File: src/rtl/rf_wb_scheduler.sv
// rf_wb_scheduler: shares the register-file write port between writeback and the MDU result FIFO
// and scoreboards outstanding MDU destinations. Optional starvation guard: RFSCHED_STARVE_EN.
module rf_wb_scheduler #(
  parameter int XLEN         = 32,
  parameter int MAX_PEND     = 4,
  parameter int STARVE_LIMIT = 8
) (
  input  logic            clk,
  input  logic            rst,
  input  logic            id_valid,
  input  logic [4:0]      id_rs1,
  input  logic [4:0]      id_rs2,
  input  logic [4:0]      id_rd,
  input  logic            id_use_rs1,
  input  logic            id_use_rs2,
  input  logic            id_we,
  input  logic            id_mdu,
  output logic            stall_id,
  input  logic            wb_we,
  input  logic [4:0]      wb_addr,
  input  logic [XLEN-1:0] wb_data,
  output logic            wb_hold,
  input  logic            mdu_valid,
  input  logic [4:0]      mdu_rd,
  input  logic [XLEN-1:0] mdu_data,
  output logic            mdu_ready,
  output logic            rf_we,
  output logic [4:0]      rf_waddr,
  output logic [XLEN-1:0] rf_wdata
);

  localparam int PW = $clog2(MAX_PEND + 1);
  localparam logic [PW-1:0] PEND_MAX = PW'(MAX_PEND);
  localparam logic [PW-1:0] PEND_ONE = PW'(1);
  localparam logic [PW-1:0] PEND_ZERO = PW'(0);

  if (MAX_PEND < 1 || STARVE_LIMIT < 1) begin : g_bad_cfg
    $error("rf_wb_scheduler: MAX_PEND and STARVE_LIMIT must be at least 1");
  end

  logic [31:0]     busy_r;
  logic [31:0]     busy_nxt_s;
  logic [31:0]     set_mask_s;
  logic [31:0]     clr_mask_s;
  logic [PW-1:0]   pend_r;
  logic [4:0]      fifo_rd_r   [0:1];
  logic [XLEN-1:0] fifo_data_r [0:1];
  logic            rd_ptr_r;
  logic            wr_ptr_r;
  logic [1:0]      count_r;
  logic            empty_s;
  logic            full_s;
  logic            push_s;
  logic            drain_s;
  logic            issue_s;
  logic            starve_s;
  logic            wb_active_s;
  logic [4:0]      head_rd_s;
  logic [XLEN-1:0] head_data_s;

  assign empty_s     = (count_r == 2'd0);
  assign full_s      = (count_r == 2'd2);
  assign mdu_ready   = ~full_s;
  assign push_s      = mdu_valid & ~full_s;
  assign head_rd_s   = fifo_rd_r[rd_ptr_r];
  assign head_data_s = fifo_data_r[rd_ptr_r];
  assign wb_active_s = wb_we & (wb_addr != 5'd0);
  assign drain_s     = ~empty_s & (~wb_active_s | starve_s);

  assign stall_id = id_valid & ((id_use_rs1 & busy_r[id_rs1]) |
                                (id_use_rs2 & busy_r[id_rs2]) |
                                (id_we & busy_r[id_rd]) |
                                (id_mdu & (pend_r == PEND_MAX)));
  assign issue_s  = id_valid & id_mdu & ~stall_id;

  // A set from this cycle's issue overrides a clear from this cycle's drain; x0 never busy.
  assign set_mask_s = issue_s ? (32'd1 << id_rd) : 32'd0;
  assign clr_mask_s = drain_s ? (32'd1 << head_rd_s) : 32'd0;
  assign busy_nxt_s = ((busy_r & ~clr_mask_s) | set_mask_s) & 32'hFFFF_FFFE;

`ifdef RFSCHED_STARVE_EN
  localparam int AW = $clog2(STARVE_LIMIT + 1);
  localparam logic [AW-1:0] AGE_MAX = AW'(STARVE_LIMIT);
  localparam logic [AW-1:0] AGE_ONE = AW'(1);
  logic [AW-1:0] age_r;

  assign starve_s = (age_r >= AGE_MAX);
  assign wb_hold  = drain_s & wb_active_s;

  // Head-of-FIFO wait counter, saturating at the starvation limit.
  always_ff @(posedge clk or posedge rst) begin
    if (rst) begin
      age_r <= {AW{1'b0}};
    end else if (empty_s || drain_s) begin
      age_r <= {AW{1'b0}};
    end else if (age_r != AGE_MAX) begin
      age_r <= age_r + AGE_ONE;
    end else begin
      age_r <= age_r;
    end
  end
`else
  assign starve_s = 1'b0;
  assign wb_hold  = 1'b0;
`endif

  // Write-port mux: FIFO head when draining, otherwise pipeline writeback.
  always_comb begin
    rf_we    = 1'b0;
    rf_waddr = wb_addr;
    rf_wdata = wb_data;
    if (drain_s) begin
      rf_we    = (head_rd_s != 5'd0);
      rf_waddr = head_rd_s;
      rf_wdata = head_data_s;
    end else begin
      rf_we    = wb_active_s;
      rf_waddr = wb_addr;
      rf_wdata = wb_data;
    end
  end

  // Scoreboard and in-flight counter.
  always_ff @(posedge clk or posedge rst) begin
    if (rst) begin
      busy_r <= 32'd0;
      pend_r <= PEND_ZERO;
    end else begin
      busy_r <= busy_nxt_s;
      case ({issue_s, drain_s})
        2'b10:   pend_r <= pend_r + PEND_ONE;
        2'b01:   pend_r <= (pend_r != PEND_ZERO) ? pend_r - PEND_ONE : pend_r;
        default: pend_r <= pend_r;
      endcase
    end
  end

  // Two-entry result FIFO.
  always_ff @(posedge clk or posedge rst) begin
    if (rst) begin
      rd_ptr_r       <= 1'b0;
      wr_ptr_r       <= 1'b0;
      count_r        <= 2'd0;
      fifo_rd_r[0]   <= 5'd0;
      fifo_rd_r[1]   <= 5'd0;
      fifo_data_r[0] <= {XLEN{1'b0}};
      fifo_data_r[1] <= {XLEN{1'b0}};
    end else begin
      if (push_s) begin
        fifo_rd_r[wr_ptr_r]   <= mdu_rd;
        fifo_data_r[wr_ptr_r] <= mdu_data;
        wr_ptr_r              <= ~wr_ptr_r;
      end
      if (drain_s) begin
        rd_ptr_r <= ~rd_ptr_r;
      end
      case ({push_s, drain_s})
        2'b10:   count_r <= count_r + 2'd1;
        2'b01:   count_r <= count_r - 2'd1;
        default: count_r <= count_r;
      endcase
    end
  end

endmodule

File: config.mk
export PLATFORM = sky130hd
export DESIGN_NAME = rf_wb_scheduler
export DESIGN_NICKNAME = d
export VERILOG_FILES = /design/src/rtl/rf_wb_scheduler.sv
export SDC_FILE = /design/constraint.sdc
export NUM_CORES = 1
export LEC_CHECK = 0
export ABC_AREA = 1
export BUFFER_PORTS_ARGS = -buffer_cell sky130_fd_sc_hd__buf_2
export CAP_MARGIN = 25
export CORE_UTILIZATION = 42
export CTS_BUF_LIST = sky130_fd_sc_hd__clkbuf_4
export CTS_CLUSTER_SIZE = 20
export DETAILED_ROUTE_END_ITERATION = 6
export PLACE_DENSITY = 0.66
export SYNTH_ARGS = -nofsm -noshare
export SYNTH_HDL_FRONTEND = slang
export SYNTH_SLANG_ARGS = --single-unit
File: constraint.sdc
create_clock -name clk -period 10.65 [get_ports clk]
set_input_delay 2.13 -clock clk [delete_from_list [all_inputs] [get_ports clk]]
set_output_delay 2.13 -clock clk [all_outputs]
set_load 0.01 [all_outputs]
==> metrics.cfg, run 1 <==
[status]
status = complete, no violations

[synthesis]
synthCells = 898
synth_top_family_by_area = simple AND/OR/NAND/NOR gates
synthXorXnorAreaFrac_pct = 0.540
synth_edf_count = 0
synth_fp_nets = 998
synthMuxAreaShare_pct = 0.154
synth_fa_ha_area_share_pct = 0.502
netlist.area_leader.share_pct = 43.2
synthSimpleGateAreaFrac_pct = 29.0
synth_compound_area_share_pct = 16.0
synth_cell_type_count = 40
syn-cell-area_sq_um = 6480
synth_seq_cells = 112
synth_area_per_cell_sq_um = 7.22
synth-main-ff-cell = dfrtp_1
synth_common_cells = nand2_1 (283), dfrtp_1 (112), o21ai_0 (111), nand3_1 (88), inv_1 (85)
seq_area_frac_synth_pct = 43.2
synthArstFlopShare_pct = 100
synthMostInstantiatedCell = nand2_1
yosysTopAreaCell = dfrtp_1
yosysWarnings = 0
synth_top_cells_by_area = dfrtp_1 (43%), nand2_1 (16%), o21ai_0 (8.6%)

[placement]
placed_area_sq_um = 7120
place_congestion = 0.828
hpwl_mm = 12.4
io_buffers = 137

[worst_setup_path]
crit_type = input port to output pin
cp-start-kind = input port
cpMostUsedCell = buf_2
cp_max_fo = 64
worstPathRequired_ns = 8.52
cp_slowest_stage_delay_ns = 0.35
critPathTopFamily = buffers and inverters
cp_cell_sequence = buf_2, or2_1, o41ai_2, o21ai_1, inv_2, buf_12, nor2_1, a31oi_1, buf_2
endpoint_kind = output pin
r2r_slack_ns = 8.24
cp_slowest_cell = o21ai_1
rr_endpoint = pend_r[2]$_DFFE_PP0P_
cp.arrival_ns = 4.05
reg2regPathDepth = 15
r2r_start = busy_r[8]$_DFF_PP0_
path_buf_inv = 4

[pwr]
p_leak_nw = 3.70
vdd_drop_max_mv = 0.106
p_per_area_nw_per_um2 = 242

[finish]
nNetsFinal = 1099
nFillCells = 1511
multiInputGateArea_sq_um = 3010
drive_gt1_share_pct = 18.6
areaGrowthSynthToFinish_pct = 12.1
area.sequential_sq_um = 2800
stdcell_area_sq_um = 7270

[grt]
antenna_found_initial = 4
grt_pass1_wl_mm = 29.3
track_usage_pct = 23.0
grt_max_degree = 73
grt_overflow = 0
grt_pass1_vias = 5777

[timing]
fin_tns_setup_ns = 0
clock_skew_ns = 0.0190
hold_viol = 0
finalSetupViolations = 0
worst_pin_slew_ns = 0.903
rsz0062_at_grt = false
timing.fmax_mhz = 162
fin_crit_ns = 6.18
period_share_pct = 58.0
relSlewSlack_pct = 39.8
slew_viol_final = 0

[clock_tree]
clock-sinks = 112
ctsHoldBuffers = 0
clockRootBuffer = clkbuf_4
htree_levels = 3
cts.clk_slew.worst_paths_ns = 0.16
cts_buffers = 9
cts_setup_buffers = 0
clk_path_buf_depth = 2
cts_tree = built
clk_latency_ns = 0.47
cts-resized-gates = 0

[die]
rows = 45
ios = 139
die_h_um = 126
dieArea_sq_um = 15900
fp.coreArea_sq_um = 15100
start_util_pct = 42.8
die_w_um = 126

[worst_hold_path]
hold_class = flip-flop to flip-flop
min_to = fifo_rd_r[0]$_DFFE_PP0P_
hold_path_depth = 2
min_from = fifo_rd_r[0]$_DFFE_PP0P_

[job]
cap_viol_max_count = 0

[route]
vias_per_cell = 5.26
drt_iter0_markers = 406
drt-pass1-iter-count = 5
wl_per_cell_um = 14.7
wirelength_mm = 17.6
vias = 6286
drcViolationCount = 0
ant_nets = 0

## worst register-to-register path, cell delays in order (launching register included)
cell,delay [ns]
dfrtp_1,0.39
inv_1,0.08
o21ai_0,0.16
nand2_1,0.07
nand3_1,0.07
nand3_1,0.09
nand3_1,0.09
nand3_1,0.10
nand2_2,0.11
nor2_4,0.07
nand2_4,0.22
nand2_1,0.13
fa_1,0.39
nand3b_1,0.18
nand4_1,0.11
nand2_1,0.05
## metal layers
| layer | up-vias | global-route usage [%] | routed length, um | share of wire (%) |
|---|---|---|---|---|
| li1 | 3115 | - | - | - |
| met1 | 2928 | 31.0 | 7940 | 45 |
| met2 | 219 | 36.4 | 7960 | 45 |
| met3 | 24 | 5.52 | 1350 | 7.7 |
| met4 | 0 | 7.80 | 325 | 1.8 |
| met5 | - | 0 | 0 | 0 |
## state kept, by name (all words and copies together) (netlist names)
name and count:
fifo_data_r 64, busy_r 31, fifo_rd_r 10, pend_r 3, count_r 2, rd_ptr_r 1, wr_ptr_r 1
## placed cells by master, fill, tap and decap left out, drive strengths merged
cell type | synthesis | layout
a21oi | 5 | 5
a31oi | 32 | 32
buf | 24 | 142
clkbuf | 28 | 9
clkinv | 1 | 5
clkinvlp | 0 | 1
conb | 1 | 1
dfrtp | 112 | 112
diode | 0 | 3
fa | 1 | 1
ha | 1 | 1
inv | 92 | 94
mux2i | 1 | 1
nand2 | 287 | 287
nand3 | 92 | 92
nand3b | 1 | 1
nand4 | 3 | 3
nor2 | 55 | 55
o211ai | 1 | 1
o21ai | 135 | 135
o31ai | 14 | 14
o41ai | 1 | 1
or2 | 7 | 7
xnor2 | 2 | 2
xor2 | 2 | 2
## cell type report
class	instances	share of cell area, %
sequential	112	38.6
antenna	3	0.103
inverter	93	5.01
clock inverter	7	0.654
timing repair buffer	142	10.1
clock buffer	9	0.930
tap	188	3.24
multi-input combinational	641	41.4
## kinds of logic (layout without fill, tap and decap cells)
| family | after synthesis | in the layout |
|---|---|---|
| other | 1 | 4 |
| multiplexers | 1 | 1 |
| adder cells (fa/ha/maj) | 2 | 2 |
| XOR/XNOR | 4 | 4 |
| buffers and inverters | 145 | 251 |
| AO/OA/AOI/OAI | 188 | 188 |
| flip-flops | 112 | 112 |
| AND/OR/NAND/NOR | 445 | 445 |
## metrics by stage
stage | cells | worst slack [ns] | power [mW] | hold slack [ns] | utilization [%]
2_1_floorplan | 898 | 5.09 | 1.32 | 0.446 | -
3_3_place_gp | 1175 | 4.21 | 1.55 | 0.461 | 47.0
3_5_place_dp | 1175 | 4.07 | 1.57 | 0.468 | 47.0
4_1_cts | 1191 | 4.05 | 1.76 | 0.505 | 47.8
5_1_grt | 1194 | 4.33 | 1.93 | 0.524 | 48.0
6_report | 1195 | 4.47 | 1.76 | 0.502 | 48.0
## power breakdown
group          leakage [nW]  switching [mW]  internal [mW]
combinational          2.22           0.531          0.287
sequential             1.42           0.132          0.617
clock                0.0637           0.140         0.0483
## how the worst max path moves through the flow
stage / from / endpoint / slack [ns] / cells past startpoint
after global routing: wb_addr[1] / rf_wdata[16] / 4.33 / 9
after detailed placement: wb_addr[1] / rf_wdata[29] / 4.07 / 8
final: wb_addr[1] / rf_wdata[29] / 4.47 / 9
after global placement: wb_addr[1] / rf_wdata[22] / 4.21 / 8
after floorplan: wb_addr[1] / rf_wdata[0] / 5.09 / 7
after CTS: wb_addr[1] / rf_wdata[29] / 4.05 / 8
No activity file was read; power rests on OpenSTA's default activity.
==> run 2, diff against run 1 <==
- clock period: 10.65 -> 5.9 ns (I/O delays scaled with it)
==> run 2 against run 1 <==
  * Final cell count about the same
  * Final area increased by 0.71%
  * Die area unchanged
  * Register-to-register slack got worse by 4.8 ns
  * Clock power increased by 130%
  * Worst hold slack about the same
  * Combinational power increased by 81%
  * Non-clock buffer count unchanged
  * Sequential cell count unchanged
  * Core utilization increased by 0.34 points
  * Sequential power increased by 80%
==> metrics.cfg, run 2 (synthesis gave the netlist of run 1 again) <==
[status]
status = complete, no violations

[timing]
hold_viol = 0  ; unchanged
fin_crit_ns = 4.27
period_share_pct = 72.4
finalSetupViolations = 0  ; unchanged
timing.fmax_mhz = 234
relSlewSlack_pct = 41.7  ; +1.8 points
clock_skew_ns = 0.0160  ; -0.00300 ns
slew_viol_final = 0  ; unchanged
worst_pin_slew_ns = 0.875  ; -0.0277 ns
rsz0062_at_grt = false
fin_tns_setup_ns = 0  ; unchanged

[die]
ios = 139  ; unchanged
start_util_pct = 42.8  ; unchanged
rows = 45  ; unchanged
die_w_um = 126  ; unchanged
dieArea_sq_um = 15900  ; unchanged
die_h_um = 126  ; unchanged
fp.coreArea_sq_um = 15100  ; unchanged

[clock_tree]
htree_levels = 3  ; unchanged
clk_path_buf_depth = 2  ; unchanged
clockRootBuffer = clkbuf_4
ctsHoldBuffers = 0  ; unchanged
cts-resized-gates = 0  ; unchanged
cts_tree = built
clock-sinks = 112  ; unchanged
cts_setup_buffers = 0  ; unchanged
cts.clk_slew.worst_paths_ns = 0.15  ; about the same
clk_latency_ns = 0.47  ; about the same
cts_buffers = 9  ; unchanged

[worst_setup_path]
reg2regPathDepth = 15  ; unchanged
cp_max_fo = 64  ; unchanged
cp-start-kind = input port
worstPathRequired_ns = 4.72  ; -3.80 ns
endpoint_kind = output pin
cp.arrival_ns = 3.09  ; -0.96 ns
crit_type = input port to output pin

[finish]
largest_reg_flops = 64  ; unchanged
final_common_cell = nand2_1
areaGrowthSynthToFinish_pct = 12.8
nFillCells = 1561  ; +3.3%
nNetsFinal = 1099  ; unchanged
stdcell_area_sq_um = 7320  ; +0.71%
regMostFlops = fifo_data_r
reg_top3 = fifo_data_r: 64 flops, busy_r: 31 flops, fifo_rd_r: 10 flops
drive_gt1_share_pct = 18.7  ; +0.10 points
final_cell_mix = nand2_1 (283), buf_2 (137), dfrtp_1 (112)

[route]
drt-pass1-iter-count = 5  ; unchanged
wirelength_mm = 17.5  ; -0.62%
vias_per_cell = 5.20  ; -1.1%
drcViolationCount = 0  ; unchanged
vias = 6211  ; -1.2%
top_layer = met4
dr_wl_met2_mm = 7.89  ; -0.93%
drt_iter0_markers = 324  ; -20%
wl_per_cell_um = 14.6  ; -0.54%
m1WireLength_mm = 8.18  ; +3.0%
ant_nets = 0  ; unchanged
met3_length_mm = 1.15  ; -15%

[grt]
track_usage_pct = 22.7  ; -0.31 points
antenna_found_initial = 2  ; -2
grt_overflow = 0  ; unchanged
grt_max_degree = 71  ; -2.7%
grt_pass1_vias = 5694  ; -1.4%
grt_pass1_wl_mm = 28.9  ; -1.2%

[worst_hold_path]
hold_path_depth = 2  ; unchanged
hold_class = flip-flop to flip-flop

[placement]
place_congestion = 0.868  ; +4.8%
hpwl_mm = 12.4  ; about the same
placed_area_sq_um = 7120  ; unchanged
io_buffers = 137  ; unchanged

[pwr]
p_leak_nw = 3.72  ; +0.62%
p_per_area_nw_per_um2 = 446  ; +85%
vdd_drop_max_mv = 0.209  ; +97%

[job]
cap_viol_max_count = 0  ; unchanged

-- run 2: changes by cell type in the layout (fill, tap and decap cells not counted) --
cell and change:
diode_2 -1, clkinv_4 +1, clkbuf_4 +1, inv_6 -1
clkinv_1 -1, clkinv_2 -2, bufinv_16 +2
-- run 2: report_power, final --
part	total, mW	switching, mW	internal, mW
registers	1.35	0.238	1.11
logic	1.48	0.960	0.519
clock network	0.433	0.254	0.179
total	3.26	1.45	1.81
-- run 2: path summary, 6_finish.rpt --
check	startpoint	endpoint	slack, ns
worst max-delay path	wb_addr[1]	rf_wdata[15]	1.63
worst min-delay path	fifo_rd_r[2]$_DFFE_PP0P_	fifo_rd_r[2]$_DFFE_PP0P_	0.50
worst max register to register	busy_r[8]$_DFF_PP0_	pend_r[2]$_DFFE_PP0P_	3.48
worst min register to register	fifo_rd_r[2]$_DFFE_PP0P_	fifo_rd_r[2]$_DFFE_PP0P_	0.50
max in group asynchronous	rst	fifo_data_r[61]$_DFFE_PP0P_	3.92
min in group asynchronous	rst	fifo_data_r[26]$_DFFE_PP0P_	0.83
-- run 2: area by class of cell --
cell class              instances  area [sq um]  area share, %
multi-input cells             641          3010           41.1
flip-flops and latches        112          2800           38.3
repair buffers                142           736           10.1
inverters                      93           364           4.98
well taps                     188           235           3.21
clock inverters                 6          93.8           1.28
clock buffers                  10          75.1           1.03
diodes                          2          5.00         0.0684
-- run 2: layer usage --
layer / up-vias / track usage, %
li1: 3118 / -
met1: 2870 / 31.2
met4: 0 / 7.44
met2: 202 / 36.2
met5: - / 0
met3: 21 / 4.21
-- run 2: worst max-delay path, cell delays in order --
cell and delay (ns):
buf_2 0.10, or2_1 0.23, o41ai_2 0.26, o21ai_1 0.35
inv_2 0.26, buf_12 0.27, nor2_1 0.08, a31oi_1 0.16
buf_2 0.16
-- run 2: per-stage QoR --
stage / setup WS, ns / cells / total power [mW] / hold WS (ns) / util, %
finish: 1.63 / 1194 / 3.26 / 0.502 / 48.3
global route: 1.34 / 1193 / 3.56 / 0.515 / 48.3
CTS: 1.18 / 1191 / 3.27 / 0.506 / 48.2
detailed placement: 1.21 / 1175 / 2.84 / 0.469 / 47.0
global placement: 1.33 / 1175 / 2.81 / 0.461 / 47.0
floorplan: 1.76 / 898 / 2.38 / 0.446 / -
